**src/rtl/eth_udp_rx.sv**
```systemverilog
// Ethernet/IPv4/UDP receive filter: forwards dst IP, dst port and UDP payload of accepted frames.
// Optional macro IPV4_CSUM_CHECK_EN adds an IPv4 header checksum check at byte 34.
module eth_udp_rx #(
  parameter logic [47:0] LOCAL_MAC = 48'h000A35010203,
  parameter logic [15:0] PORT_MIN  = 16'd1024,
  parameter logic [15:0] PORT_MAX  = 16'd65535
) (
  input  logic       clk,
  input  logic       rst,
  input  logic [7:0] mac_din,
  input  logic       mac_din_en,
  output logic [7:0] udp_dout,
  output logic       udp_dout_en,
  output logic       frame_drop
);
  // Stream semantics: a byte moves whenever its enable is high; there is no backpressure.
  typedef enum logic [2:0] {S_IDLE, S_HDR, S_PREFIX, S_PAYLOAD, S_DISCARD} state_t;

  state_t      state_q, state_d;
  logic [10:0] cnt_q, cnt_d;
  logic        prev_en_q, prev_en_d;
  logic        mcast_q, mcast_d, local_q, local_d;
  logic [31:0] ip_q, ip_d;
  logic [15:0] port_q, port_d, left_q, left_d;
  logic [7:0]  len_hi_q, len_hi_d;
  logic [7:0]  udp_dout_q, udp_dout_d;
  logic        udp_dout_en_q, udp_dout_en_d, frame_drop_q, frame_drop_d;

  logic        byte_vld, hdr_fail, port_bad, len_bad;
  logic [7:0]  lmac_byte;
  logic [15:0] port_now, len_now;
  logic [16:0] port_lo_diff, port_hi_diff;
`ifdef IPV4_CSUM_CHECK_EN
  logic [15:0] csum_q, csum_d;
  logic [7:0]  csum_hi_q, csum_hi_d;
  logic [16:0] csum_sum;
`endif

  always_comb begin
    case (cnt_q[2:0])
      3'd0:    lmac_byte = LOCAL_MAC[47:40];
      3'd1:    lmac_byte = LOCAL_MAC[39:32];
      3'd2:    lmac_byte = LOCAL_MAC[31:24];
      3'd3:    lmac_byte = LOCAL_MAC[23:16];
      3'd4:    lmac_byte = LOCAL_MAC[15:8];
      default: lmac_byte = LOCAL_MAC[7:0];
    endcase
  end

  // Range checks via subtraction borrow so full-range limits stay plain arithmetic.
  always_comb begin
    port_now     = {port_q[15:8], mac_din};
    len_now      = {len_hi_q, mac_din};
    port_lo_diff = {1'b0, port_now} - {1'b0, PORT_MIN};
    port_hi_diff = {1'b0, PORT_MAX} - {1'b0, port_now};
    port_bad     = port_lo_diff[16] | port_hi_diff[16];
    len_bad      = (len_now <= 16'd8);
    byte_vld     = mac_din_en && (cnt_q != 11'h7FF);
    case (cnt_q)
      11'd5:   hdr_fail = !(mcast_q || (local_q && (mac_din == lmac_byte)));
      11'd12:  hdr_fail = (mac_din != 8'h08);
      11'd13:  hdr_fail = (mac_din != 8'h00);
      11'd14:  hdr_fail = (mac_din != 8'h45);
      11'd20:  hdr_fail = (mac_din[5:0] != 6'd0);
      11'd21:  hdr_fail = (mac_din != 8'h00);
      11'd23:  hdr_fail = (mac_din != 8'd17);
`ifdef IPV4_CSUM_CHECK_EN
      11'd34:  hdr_fail = (csum_q != 16'hFFFF);
`endif
      default: hdr_fail = 1'b0;
    endcase
  end

  always_comb begin
    state_d       = state_q;
    cnt_d         = !mac_din_en ? 11'd0 : (cnt_q == 11'h7FF) ? cnt_q : cnt_q + 11'd1;
    prev_en_d     = mac_din_en;
    mcast_d       = mcast_q;
    local_d       = local_q;
    ip_d          = ip_q;
    port_d        = port_q;
    len_hi_d      = len_hi_q;
    left_d        = left_q;
    udp_dout_d    = 8'h00;
    udp_dout_en_d = 1'b0;
    frame_drop_d  = 1'b0;
`ifdef IPV4_CSUM_CHECK_EN
    csum_d        = csum_q;
    csum_hi_d     = csum_hi_q;
    csum_sum      = {1'b0, csum_q} + {1'b0, csum_hi_q, mac_din};
    if (byte_vld) begin
      if (cnt_q == 11'd0) csum_d = 16'h0000;
      else if (cnt_q >= 11'd14 && cnt_q <= 11'd33) begin
        if (!cnt_q[0]) csum_hi_d = mac_din;
        else           csum_d    = csum_sum[15:0] + {15'd0, csum_sum[16]};
      end
    end
`endif

    if (byte_vld) begin
      if (cnt_q == 11'd0) begin
        mcast_d = mac_din[0];
        local_d = (mac_din == lmac_byte);
      end else if (cnt_q <= 11'd4) begin
        local_d = local_q && (mac_din == lmac_byte);
      end
      if (cnt_q >= 11'd30 && cnt_q <= 11'd33) ip_d = {ip_q[23:0], mac_din};
      if (cnt_q == 11'd36) port_d[15:8] = mac_din;
      if (cnt_q == 11'd37) port_d[7:0]  = mac_din;
      if (cnt_q == 11'd38) len_hi_d     = mac_din;
    end

    case (state_q)
      S_IDLE: begin
        // Enable already high here means we came out of reset mid-frame.
        if (mac_din_en) state_d = prev_en_q ? S_DISCARD : S_HDR;
      end
      S_HDR: begin
        if (!mac_din_en) begin
          frame_drop_d = 1'b1;
          state_d      = S_IDLE;
        end else if (byte_vld) begin
          if (hdr_fail) begin
            frame_drop_d = 1'b1;
            state_d      = S_DISCARD;
          end else if (cnt_q == 11'd36) begin
            udp_dout_d    = ip_q[31:24];
            udp_dout_en_d = 1'b1;
            state_d       = S_PREFIX;
          end
        end
      end
      S_PREFIX: begin
        if (!mac_din_en) begin
          frame_drop_d = 1'b1;
          state_d      = S_IDLE;
        end else if (byte_vld) begin
          udp_dout_en_d = 1'b1;
          case (cnt_q)
            11'd37:  udp_dout_d = ip_q[23:16];
            11'd38:  udp_dout_d = ip_q[15:8];
            11'd39:  udp_dout_d = ip_q[7:0];
            11'd40:  udp_dout_d = port_q[15:8];
            default: udp_dout_d = port_q[7:0];
          endcase
          if (cnt_q == 11'd39) left_d = len_now - 16'd8;
          if (cnt_q == 11'd41) state_d = S_PAYLOAD;
          if ((cnt_q == 11'd37 && port_bad) || (cnt_q == 11'd39 && len_bad)) begin
            udp_dout_d    = 8'h00;
            udp_dout_en_d = 1'b0;
            frame_drop_d  = 1'b1;
            state_d       = S_DISCARD;
          end
        end
      end
      S_PAYLOAD: begin
        if (!mac_din_en) begin
          frame_drop_d = 1'b1;
          state_d      = S_IDLE;
        end else if (byte_vld) begin
          udp_dout_d    = mac_din;
          udp_dout_en_d = 1'b1;
          left_d        = left_q - 16'd1;
          if (left_q == 16'd1) state_d = S_DISCARD;
        end
      end
      default: begin
        if (!mac_din_en) state_d = S_IDLE;
      end
    endcase
  end

  always_ff @(posedge clk) begin
    if (rst) begin
      state_q       <= S_IDLE;
      cnt_q         <= 11'd0;
      prev_en_q     <= 1'b1;
      mcast_q       <= 1'b0;
      local_q       <= 1'b0;
      ip_q          <= 32'd0;
      port_q        <= 16'd0;
      len_hi_q      <= 8'd0;
      left_q        <= 16'd0;
      udp_dout_q    <= 8'd0;
      udp_dout_en_q <= 1'b0;
      frame_drop_q  <= 1'b0;
`ifdef IPV4_CSUM_CHECK_EN
      csum_q        <= 16'd0;
      csum_hi_q     <= 8'd0;
`endif
    end else begin
      state_q       <= state_d;
      cnt_q         <= cnt_d;
      prev_en_q     <= prev_en_d;
      mcast_q       <= mcast_d;
      local_q       <= local_d;
      ip_q          <= ip_d;
      port_q        <= port_d;
      len_hi_q      <= len_hi_d;
      left_q        <= left_d;
      udp_dout_q    <= udp_dout_d;
      udp_dout_en_q <= udp_dout_en_d;
      frame_drop_q  <= frame_drop_d;
`ifdef IPV4_CSUM_CHECK_EN
      csum_q        <= csum_d;
      csum_hi_q     <= csum_hi_d;
`endif
    end
  end

  assign udp_dout    = udp_dout_q;
  assign udp_dout_en = udp_dout_en_q;
  assign frame_drop  = frame_drop_q;
endmodule

```
**config.mk**
```make
export PLATFORM = sky130hd
export DESIGN_NAME = eth_udp_rx
export DESIGN_NICKNAME = d
export VERILOG_FILES = /design/src/rtl/eth_udp_rx.sv
export SDC_FILE = /design/constraint.sdc
export NUM_CORES = 1
export LEC_CHECK = 0
export CAP_MARGIN = 20
export CORE_MARGIN = 10
export CORE_UTILIZATION = 35
export CTS_CLUSTER_SIZE = 25
export DETAILED_ROUTE_END_ITERATION = 8
export PLACE_DENSITY = 0.5
export SLEW_MARGIN = 10
export SYNTH_ARGS = -nofsm -noshare
export SYNTH_HDL_FRONTEND = slang
export SYNTH_SLANG_ARGS = --single-unit
```
**constraint.sdc**
```tcl
create_clock -name clk -period 5.4 [get_ports clk]
set_input_delay 0.54 -clock clk [delete_from_list [all_inputs] [get_ports clk]]
set_output_delay 0.54 -clock clk [all_outputs]
set_load 0.02 [all_outputs]
```
# Word level (Yosys, flattened, before mapping)
# Index checks and enable logic that the tools add are counted.
[totals]
ff_bits = 99
in_bits = 11
out_inout_bits = 10
word_cells = 143
[op_classes]
add_sub_neg = 5
n_lt_le_gt_ge = 4
eq_ne = 40
muxes = 54
bitwise = 2
n_reduce_logical = 25
[ops]
columns = ["op", "count"]
rows = [
  ["$mux 16", 5],
  ["$mux 8", 9],
  ["$eq 11x6->1 const B", 6],
  ["$mux 3", 14],
  ["$eq 11x4->1 const B", 3],
  ["$eq 11x5->1 const B", 3],
  ["$pmux 16 s2", 1],
  ["$pmux 8 s4", 1],
  ["$pmux 6 s5", 1],
  ["$pmux 8 s3", 1],
  ["$mux 1", 18],
  ["$sub 16x11->17 const B", 1],
  ["$sub 16x16->17 const A", 1],
  ["$eq 16x1->1 const B", 1],
  ["$le 16x4->1 const B", 1],
  ["$sub 16x1->16 const B", 1],
  ["$sub 16x4->16 const B", 1],
  ["$eq 3x2->1 const B", 4],
  ["$ne 2x2->1 const B", 6],
  ["$ne 3x3->1 const B", 4],
  ["$pmux 3 s4", 1],
  ["$reduce_and 2->1", 6],
  ["$add 11x1->11 const B", 1],
  ["$eq 11x11->1 const B", 1],
  ["other kinds (28)", 39],
]

# Logic depth before layout (Yosys ltp)
# Gate-level depths: netlist of the first run.
[depth]
word_depth = 11
depth_mapped = 11

# Least setup slack after synthesis of the first run
# OpenSTA, ideal clock, no wires.
[synth_path]
path_kind = "flip-flop to flip-flop"
from = "register cnt_q[1]"
to = "register state_q[0]"
setup_time_ns = 0.072
arrival_ns = 2.423
required_time_ns = 5.328
path_slack_ns = 2.905
stages_incl_launch_ff = 11
path_buffers = 1
synth_period_minus_slack_ns = 2.495
cell_sequence = "dfxtp_1 > inv_1 > ha_1 > clkbuf_1 > nor3_1 > xor2_1 > nand4_1 > or3b_2 > a311o_1 > o21ai_1 > mux2i_1"
[synth_between]
elab_chain_len = 11
word_cells_on_any_way = 41
[synth_lines]
columns = ["item", "line", "source"]
rows = [
  ["start: declaration", "20", "logic [10:0] cnt_q, cnt_d;"],
  ["start signal: assignment", "193", "cnt_q <= cnt_d;"],
  ["$eq 3x3->1 (tied with other cells)", "40", "case (cnt_q[2:0])"],
  ["$pmux 6 s5", "40", ""],
  ["$eq 8x8->1", "60", "11'd5: hdr_fail = !(mcast_q || (local_q && (mac_din == lmac_byte)));"],
  ["$logic_and 1x1->1", "60", ""],
  ["$logic_or 1x1->1", "60", ""],
  ["$logic_not 1->1", "60", ""],
  ["$pmux 1 s6", "59", "case (cnt_q)"],
  ["$mux 3", "123", "if (hdr_fail) begin"],
  ["$mux 3", "122", "end else if (byte_vld) begin"],
  ["$mux 3", "119", "if (!mac_din_en) begin"],
  ["$pmux 3 s4", "113", "case (state_q)"],
  ["end signal: assignment", "192", "state_q <= state_d;"],
  ["end: declaration", "19", "state_t state_q, state_d;"],
]
# Several ways; a longest one is shown, not always the timed one. The select of a mux whose other input is x is not followed.
# A chain may end at the register's enable or synchronous reset.

# Worst setup path after layout of the first run
[layout_path]
from = "register cnt_q[0]"
to = "register udp_dout_q[7], in the netlist udp_dout[7]"
[layout_between]
elab_chain_len = 11
word_cells_on_any_way = 40
[layout_lines]
columns = ["item", "line", "source"]
rows = [
  ["$eq 3x3->1 (tied with other cells)", "40", ""],
  ["$pmux 6 s5", "40", ""],
  ["$eq 8x8->1", "60", ""],
  ["$logic_and 1x1->1", "60", ""],
  ["$logic_or 1x1->1", "60", ""],
  ["$logic_not 1->1", "60", ""],
  ["$pmux 1 s6", "59", ""],
  ["$mux 8", "123", ""],
  ["$mux 8", "122", ""],
  ["$mux 8", "119", ""],
  ["$pmux 8 s3 *", "113", ""],
  ["end signal: assignment", "201", "udp_dout_q <= udp_dout_d;"],
  ["end: declaration", "26", "logic [7:0] udp_dout_q, udp_dout_d;"],
]
# Every way passes the cells marked *; elsewhere a longest branch is shown, timed or not.

==> flow_metrics.env, run 1 <==
export IMPL_cts_made_buffers=9
export IMPL_status="finished clean"
export IMPL_synth_largest_area_cell="dfxtp_1"
export IMPL_drt_wl_total_mm=14.57
export IMPL_async_flop_share=0
export IMPL_total_power_mw=1.681
export IMPL_clkTransAtPathRegs_ns=0.08
export IMPL_initial_core_util=0.3564
export IMPL_hold_viol=0
export IMPL_wl_per_cell_um=17.71
export IMPL_fin_crit_sh=0.6088
export IMPL_fmax_ghz=0.3042
export IMPL_drc=0
export IMPL_ys_flop_type="dfxtp_1"
export IMPL_fin_tns_setup_ns=0
export IMPL_synth_top_cell_area_share=0.3826
export IMPL_worstPathMaxFanout=14
export IMPL_drv_slew=0
export IMPL_grt_pass1_vias=4368
export IMPL_coreArea_sq_um=14530
export IMPL_via_count=4622
export IMPL_die_y_um=141.7
export IMPL_overflow=0
export IMPL_drtPass1Iterations=5
export IMPL_drtIter0Drc=290
export IMPL_min_period_ns=3.287
export IMPL_ff2ff_path_depth=9
export IMPL_required_ns=5.69
export IMPL_antennaDiodeCount=0
export IMPL_final_nets=653
export IMPL_min_path_cells=2
export IMPL_rr_endpoint="udp_dout[7]"
export IMPL_leakage_nw=1.965
export IMPL_final_util=0.3974
export IMPL_syn_nets=664
export IMPL_hold_path_startpoint="port_q[8]"
export IMPL_end_kind="flop"
export IMPL_synthTopCellsByCount="dfxtp_1, nor2_1, nand2_1"
export IMPL_rsz0062_at_grt="no"
export IMPL_peakVddDrop_uv=149.3
export IMPL_startpoint_type="flop"
export IMPL_setup_viol=0
export IMPL_vias_per_cell=5.616
export IMPL_ys_ff_latch=99
export IMPL_yosys_cell_types_count=62
export IMPL_min_to="port_q[8]"
export IMPL_r2r_slack_ns=2.11
export IMPL_synthTopCellsByArea="dfxtp_1, mux2i_1, nor2_1"
export IMPL_tightest_slew_ns=1.070
export IMPL_rows=44
export IMPL_antenna_found_initial=0
export IMPL_ctsResizeCount=0
export IMPL_max_clock_path_buffers=2
export IMPL_io_buffers=20
export IMPL_synth_most_common_cell="dfxtp_1"
export IMPL_syn_cell_area_sq_um=5180
export IMPL_max_cap_violations=0
export IMPL_ctsHoldBuffers=0
export IMPL_final_layout_size_suffix_gt1_frac=0.07512
export IMPL_post_cts_setup_buffer_count=0
export IMPL_area_growth_pct=11.50
export IMPL_synth_edf_count=0
export IMPL_insertion_delay_ns=0.36
export IMPL_dp_hpwl_mm=9.828
export IMPL_globalplace_congestion=0.8208
export IMPL_ys_seq_area_frac=0.3826
export IMPL_syn_avg_cell_area_sq_um=8.031
export IMPL_ioPinCount=21
export IMPL_n_fill_cell=1483
export IMPL_cts_root_buffer="clkbuf_16"
export IMPL_cts_max_level=3
export IMPL_ant_nets=0
export IMPL_yosysWarnings=0
export IMPL_power_density_nw_per_um2=291.0
export IMPL_r2r_start="cnt_q[0]"
export IMPL_worstPathArrival_ns=3.57
export IMPL_die_x_um=141.7
export IMPL_grt_max_degree=81
export IMPL_netlist_instances=645
export IMPL_design_die_area_sq_um=20070
export IMPL_slew_headroom=0.2837
export IMPL_finClkSkew_ns=0.009833
export IMPL_crit_type="reg2reg"
export IMPL_grt_pass1_wl_mm=23.77
export IMPL_numClockSinks=99
export IMPL_cts_tree="done"
export IMPL_hp_class="reg2reg"
export IMPL_grtUsageTotal=0.1460
## routing by layer
metal,up-vias,wire [um],track usage
met1,2240,6811,0.1920
met3,10,679,0.03872
met2,97,6913,0.2301
li1,2275,-,-
met5,-,0,0
met4,0,168,0.03927
## area by class of cell
class,count,area (sq um),share of cell area
flip-flops and latches,99,1982,0.3432
repair buffers,24,225.2,0.03899
clock buffers,9,225.2,0.03899
multi-input cells,488,2973,0.5147
inverters,12,45.04,0.007799
well taps,184,230.2,0.03986
clock inverters,7,95.09,0.01646
## cell families after synthesis
family	share of synthesized area
AOI/OAI and AO/OA	0.1807
muxes	0.08502
and+or+nand+nor	0.2517
buffers and inverters	0.04517
DFF	0.3826
adders and majority gates	0.01932
xor gates and xnor gates	0.03551
## through the flow
stage	area, sq um	setup slack (ns)	hold WS, ns	std cells
2_1_floorplan	5180	2.905	0.4360	645
3_3_place_gp	5455	2.061	0.4553	807
3_5_place_dp	5455	2.064	0.4647	807
4_1_cts	5776	2.117	0.4753	823
5_1_grt	5776	1.844	0.5016	823
6_report	5776	2.113	0.4783	823
## state kept, by name, indices dropped and copies added, names as in the netlist
name         count
mcast_q          1
cnt_q           11
prev_en_q        1
udp_dout_en      1
local_q          1
ip_q            32
port_q          16
len_hi_q         8
state_q          3
udp_dout         8
frame_drop       1
left_q          16
## how the worst max path moves through the flow
stage	start	endpoint	slack, ns	depth (start not counted)
after floorplan	cnt_q[1]	state_q[0]	2.91	10
after global routing	cnt_q[1]	udp_dout[7]	1.84	9
final	cnt_q[0]	udp_dout[7]	2.11	9
after CTS	cnt_q[1]	udp_dout[7]	2.12	9
after detailed placement	mac_din[5]	frame_drop	2.06	7
after global placement	mac_din[6]	state_q[0]	2.06	7
## placed cells by master (no fill, tap or decap), drive strengths merged, types with 2 or more instances in the layout
cell | netlist | routed
or2 | 4 | 4
clkbuf | 33 | 9
and3 | 6 | 6
xor2 | 11 | 11
and2 | 8 | 8
o21ai | 26 | 26
or4 | 5 | 5
a22oi | 28 | 28
nor2b | 5 | 5
xnor2 | 10 | 10
a31o | 8 | 8
buf | 13 | 5
dfxtp | 99 | 99
or3 | 4 | 4
nor3 | 24 | 24
clkinv | 0 | 3
o211ai | 4 | 4
nand4 | 9 | 9
nor2 | 91 | 91
inv | 12 | 15
a21oi | 58 | 58
nand2 | 63 | 63
nor4 | 11 | 11
clkdlybuf4s50 | 0 | 19
nand2b | 5 | 5
o22ai | 4 | 4
ha | 8 | 8
nand3 | 20 | 20
a31oi | 7 | 7
a32oi | 2 | 2
nor3b | 3 | 3
or2b | 2 | 2
a211oi | 3 | 3
mux2i | 44 | 44
## critical path, cell delays in order (launching register included)
cell	delay, ns
dfxtp_1	0.36
ha_1	0.31
and2_1	0.20
and4_1	0.21
nand2_1	0.36
and2_0	0.42
o211ai_1	0.52
nor2_2	0.50
a22oi_1	0.16
a21oi_1	0.18
## report_power, final
part | switching, mW | internal, mW | total (mW)
clock | 0.325 | 0.374 | 0.699
sequential | 0.0324 | 0.744 | 0.777
combinational | 0.135 | 0.0702 | 0.205
total | 0.493 | 1.19 | 1.68
(Power assumes the default switching activity.)
==> inputs of run 2 (changes only) <==
clock period = 3.15 ns   (was 5.4 ns; I/O delays follow)
==> run 2 against run 1 <==
  * Power increased by 70%
  * Hold slack got worse by 0.11 ns
  * Largest cell class unchanged
  * Final area increased by 3.4%
  * Clock skew decreased by 0.00062 ns
  * Critical path type unchanged
  * Register-to-register slack got worse by 1.8 ns
==> flow_metrics.env, run 2 (synthesis gave the netlist of run 1 again) <==
export IMPL_status="finished clean"
export IMPL_peakVddDrop_uv=259.9
export IMPL_rr_endpoint="state_q[0]"
export IMPL_ioPinCount=21
export IMPL_final_layout_size_suffix_gt1_frac=0.1113
export IMPL_startpoint_type="flop"
export IMPL_grt_max_degree=59
export IMPL_finalNonFillerCells=849
export IMPL_finClkSkew_ns=0.009211
export IMPL_rows=44
export IMPL_final_nets=679
export IMPL_ff2ff_path_depth=9
export IMPL_overflow=0
export IMPL_min_path_cells=2
export IMPL_io_buffers=20
export IMPL_via_count=4662
export IMPL_worstPathMaxFanout=8
export IMPL_r2r_slack_ns=0.36
export IMPL_cp_slowest_stage_delay_ns=0.49
export IMPL_rsz0062_at_grt="no"
export IMPL_grt_pass1_wl_mm=23.55
export IMPL_drc=0
export IMPL_min_period_ns=2.791
export IMPL_antenna_found_initial=0
export IMPL_max_clock_path_buffers=2
export IMPL_top_register="ip_q"
export IMPL_grtUsageTotal=0.1445
export IMPL_cts_made_buffers=9
export IMPL_end_kind="flop"
export IMPL_fmax_ghz=0.3583
export IMPL_r2r_start="cnt_q[1]"
export IMPL_slew_headroom=0.4832
export IMPL_numClockSinks=99
export IMPL_layout_common_cells="dfxtp_1, nor2_1, nand2_1"
export IMPL_power_density_nw_per_um2=478.6
export IMPL_fin_crit_sh=0.8860
export IMPL_hold_viol=0
export IMPL_crit_type="reg2reg"
export IMPL_cts_tree="done"
export IMPL_coreArea_sq_um=14530
export IMPL_dp_hpwl_mm=10.27
export IMPL_cts_max_level=3
export IMPL_drt_wl_total_mm=14.61
export IMPL_wl_per_cell_um=17.21
export IMPL_crit_family="simple AND/OR/NAND/NOR gates"
export IMPL_ant_nets=0
export IMPL_path_buf_inv=1
export IMPL_die_x_um=141.7
export IMPL_setup_viol=0
export IMPL_worstPathArrival_ns=3.07
export IMPL_fin_tns_setup_ns=0
export IMPL_ctsHoldBuffers=0
export IMPL_final_common_cell="dfxtp_1"
export IMPL_required_ns=3.43
export IMPL_antennaDiodeCount=0
export IMPL_clkTransAtPathRegs_ns=0.07
export IMPL_grt_pass1_vias=4338
export IMPL_die_y_um=141.7
export IMPL_post_cts_setup_buffer_count=0
export IMPL_insertion_delay_ns=0.36
export IMPL_design_die_area_sq_um=20070
export IMPL_globalplace_congestion=0.8631
export IMPL_drtIter0Drc=386
export IMPL_ctsResizeCount=0
export IMPL_initial_core_util=0.3564
export IMPL_max_cap_violations=0
export IMPL_min_to="left_q[2]"
export IMPL_largestRegisters="ip_q (32), left_q (16), port_q (16)"
export IMPL_crit_slowest_cell="or3b_2"
export IMPL_hp_class="in2reg"
export IMPL_tightest_slew_ns=0.7710
export IMPL_vias_per_cell=5.491
export IMPL_placed_cells=833
export IMPL_worstPathCellList="inv_1 -> ha_1 -> nor3_1 -> xor2_1 -> nand4_1 -> or3b_2 -> a311o_1 -> o21ai_1 -> mux2i_1"
export IMPL_leakage_nw=2.094
export IMPL_hold_path_startpoint="rst"
export IMPL_area_growth_pct=15.29
export IMPL_drtPass1Iterations=5
export IMPL_cts_root_buffer="clkbuf_16"
export IMPL_cp_depth=9
export IMPL_drv_slew=0
export IMPL_largest_reg_flops=32
run 2: cell count changes in the layout (fill, tap and decap cells not counted):
cell	before	now
clkinv_4	2	1
buf_4	4	29
clkinv_2	0	1
buf_12	0	1
clkinv_8	1	0
inv_6	1	2
run 2: cell type report:
class	count	area, sq um
fillers	1502	8562
multi-input cells	488	2973
clock buffers	9	225.2
inverters	12	45.04
repair buffers	50	432.9
well taps	184	230.2
flip-flops and latches	99	1982
clock inverters	7	83.83
run 2: routing by layer:
metal	up-vias	GRT usage	wire length, um
li1	2322	-	-
met1	2234	0.1978	7133
met2	92	0.2225	6687
met3	14	0.03004	587
met4	0	0.04250	202
met5	-	0	0
run 2: worst max-delay path by stage:
stage / startpoint / to / slack, ns
final: cnt_q[1] / state_q[0] / 0.36
after global routing: cnt_q[1] / udp_dout[0] / 0.15
after CTS: cnt_q[1] / state_q[0] / 0.37
after detailed placement: mac_din[4] / udp_dout[5] / 0.17
after global placement: mac_din[4] / udp_dout[4] / 0.32
after floorplan: cnt_q[1] / state_q[0] / 0.66
run 2: stage by stage:
stage | setup slack [ns] | util | area, sq um | total power, mW | hold WS, ns
floorplan | 0.6553 | - | 5180 | 1.600 | 0.4360
global placement | 0.3174 | 0.3896 | 5663 | 1.711 | 0.4489
detailed placement | 0.1658 | 0.3896 | 5663 | 1.718 | 0.4589
CTS | 0.3745 | 0.4109 | 5972 | 2.892 | 0.3700
global route | 0.1486 | 0.4109 | 5972 | 2.996 | 0.3957
finish | 0.3592 | 0.4109 | 5972 | 2.858 | 0.3705
run 2: report_power, final:
group,internal [mW],switching (mW)
Combinational,0.131,0.230
Clock,0.633,0.535
Sequential,1.28,0.0535
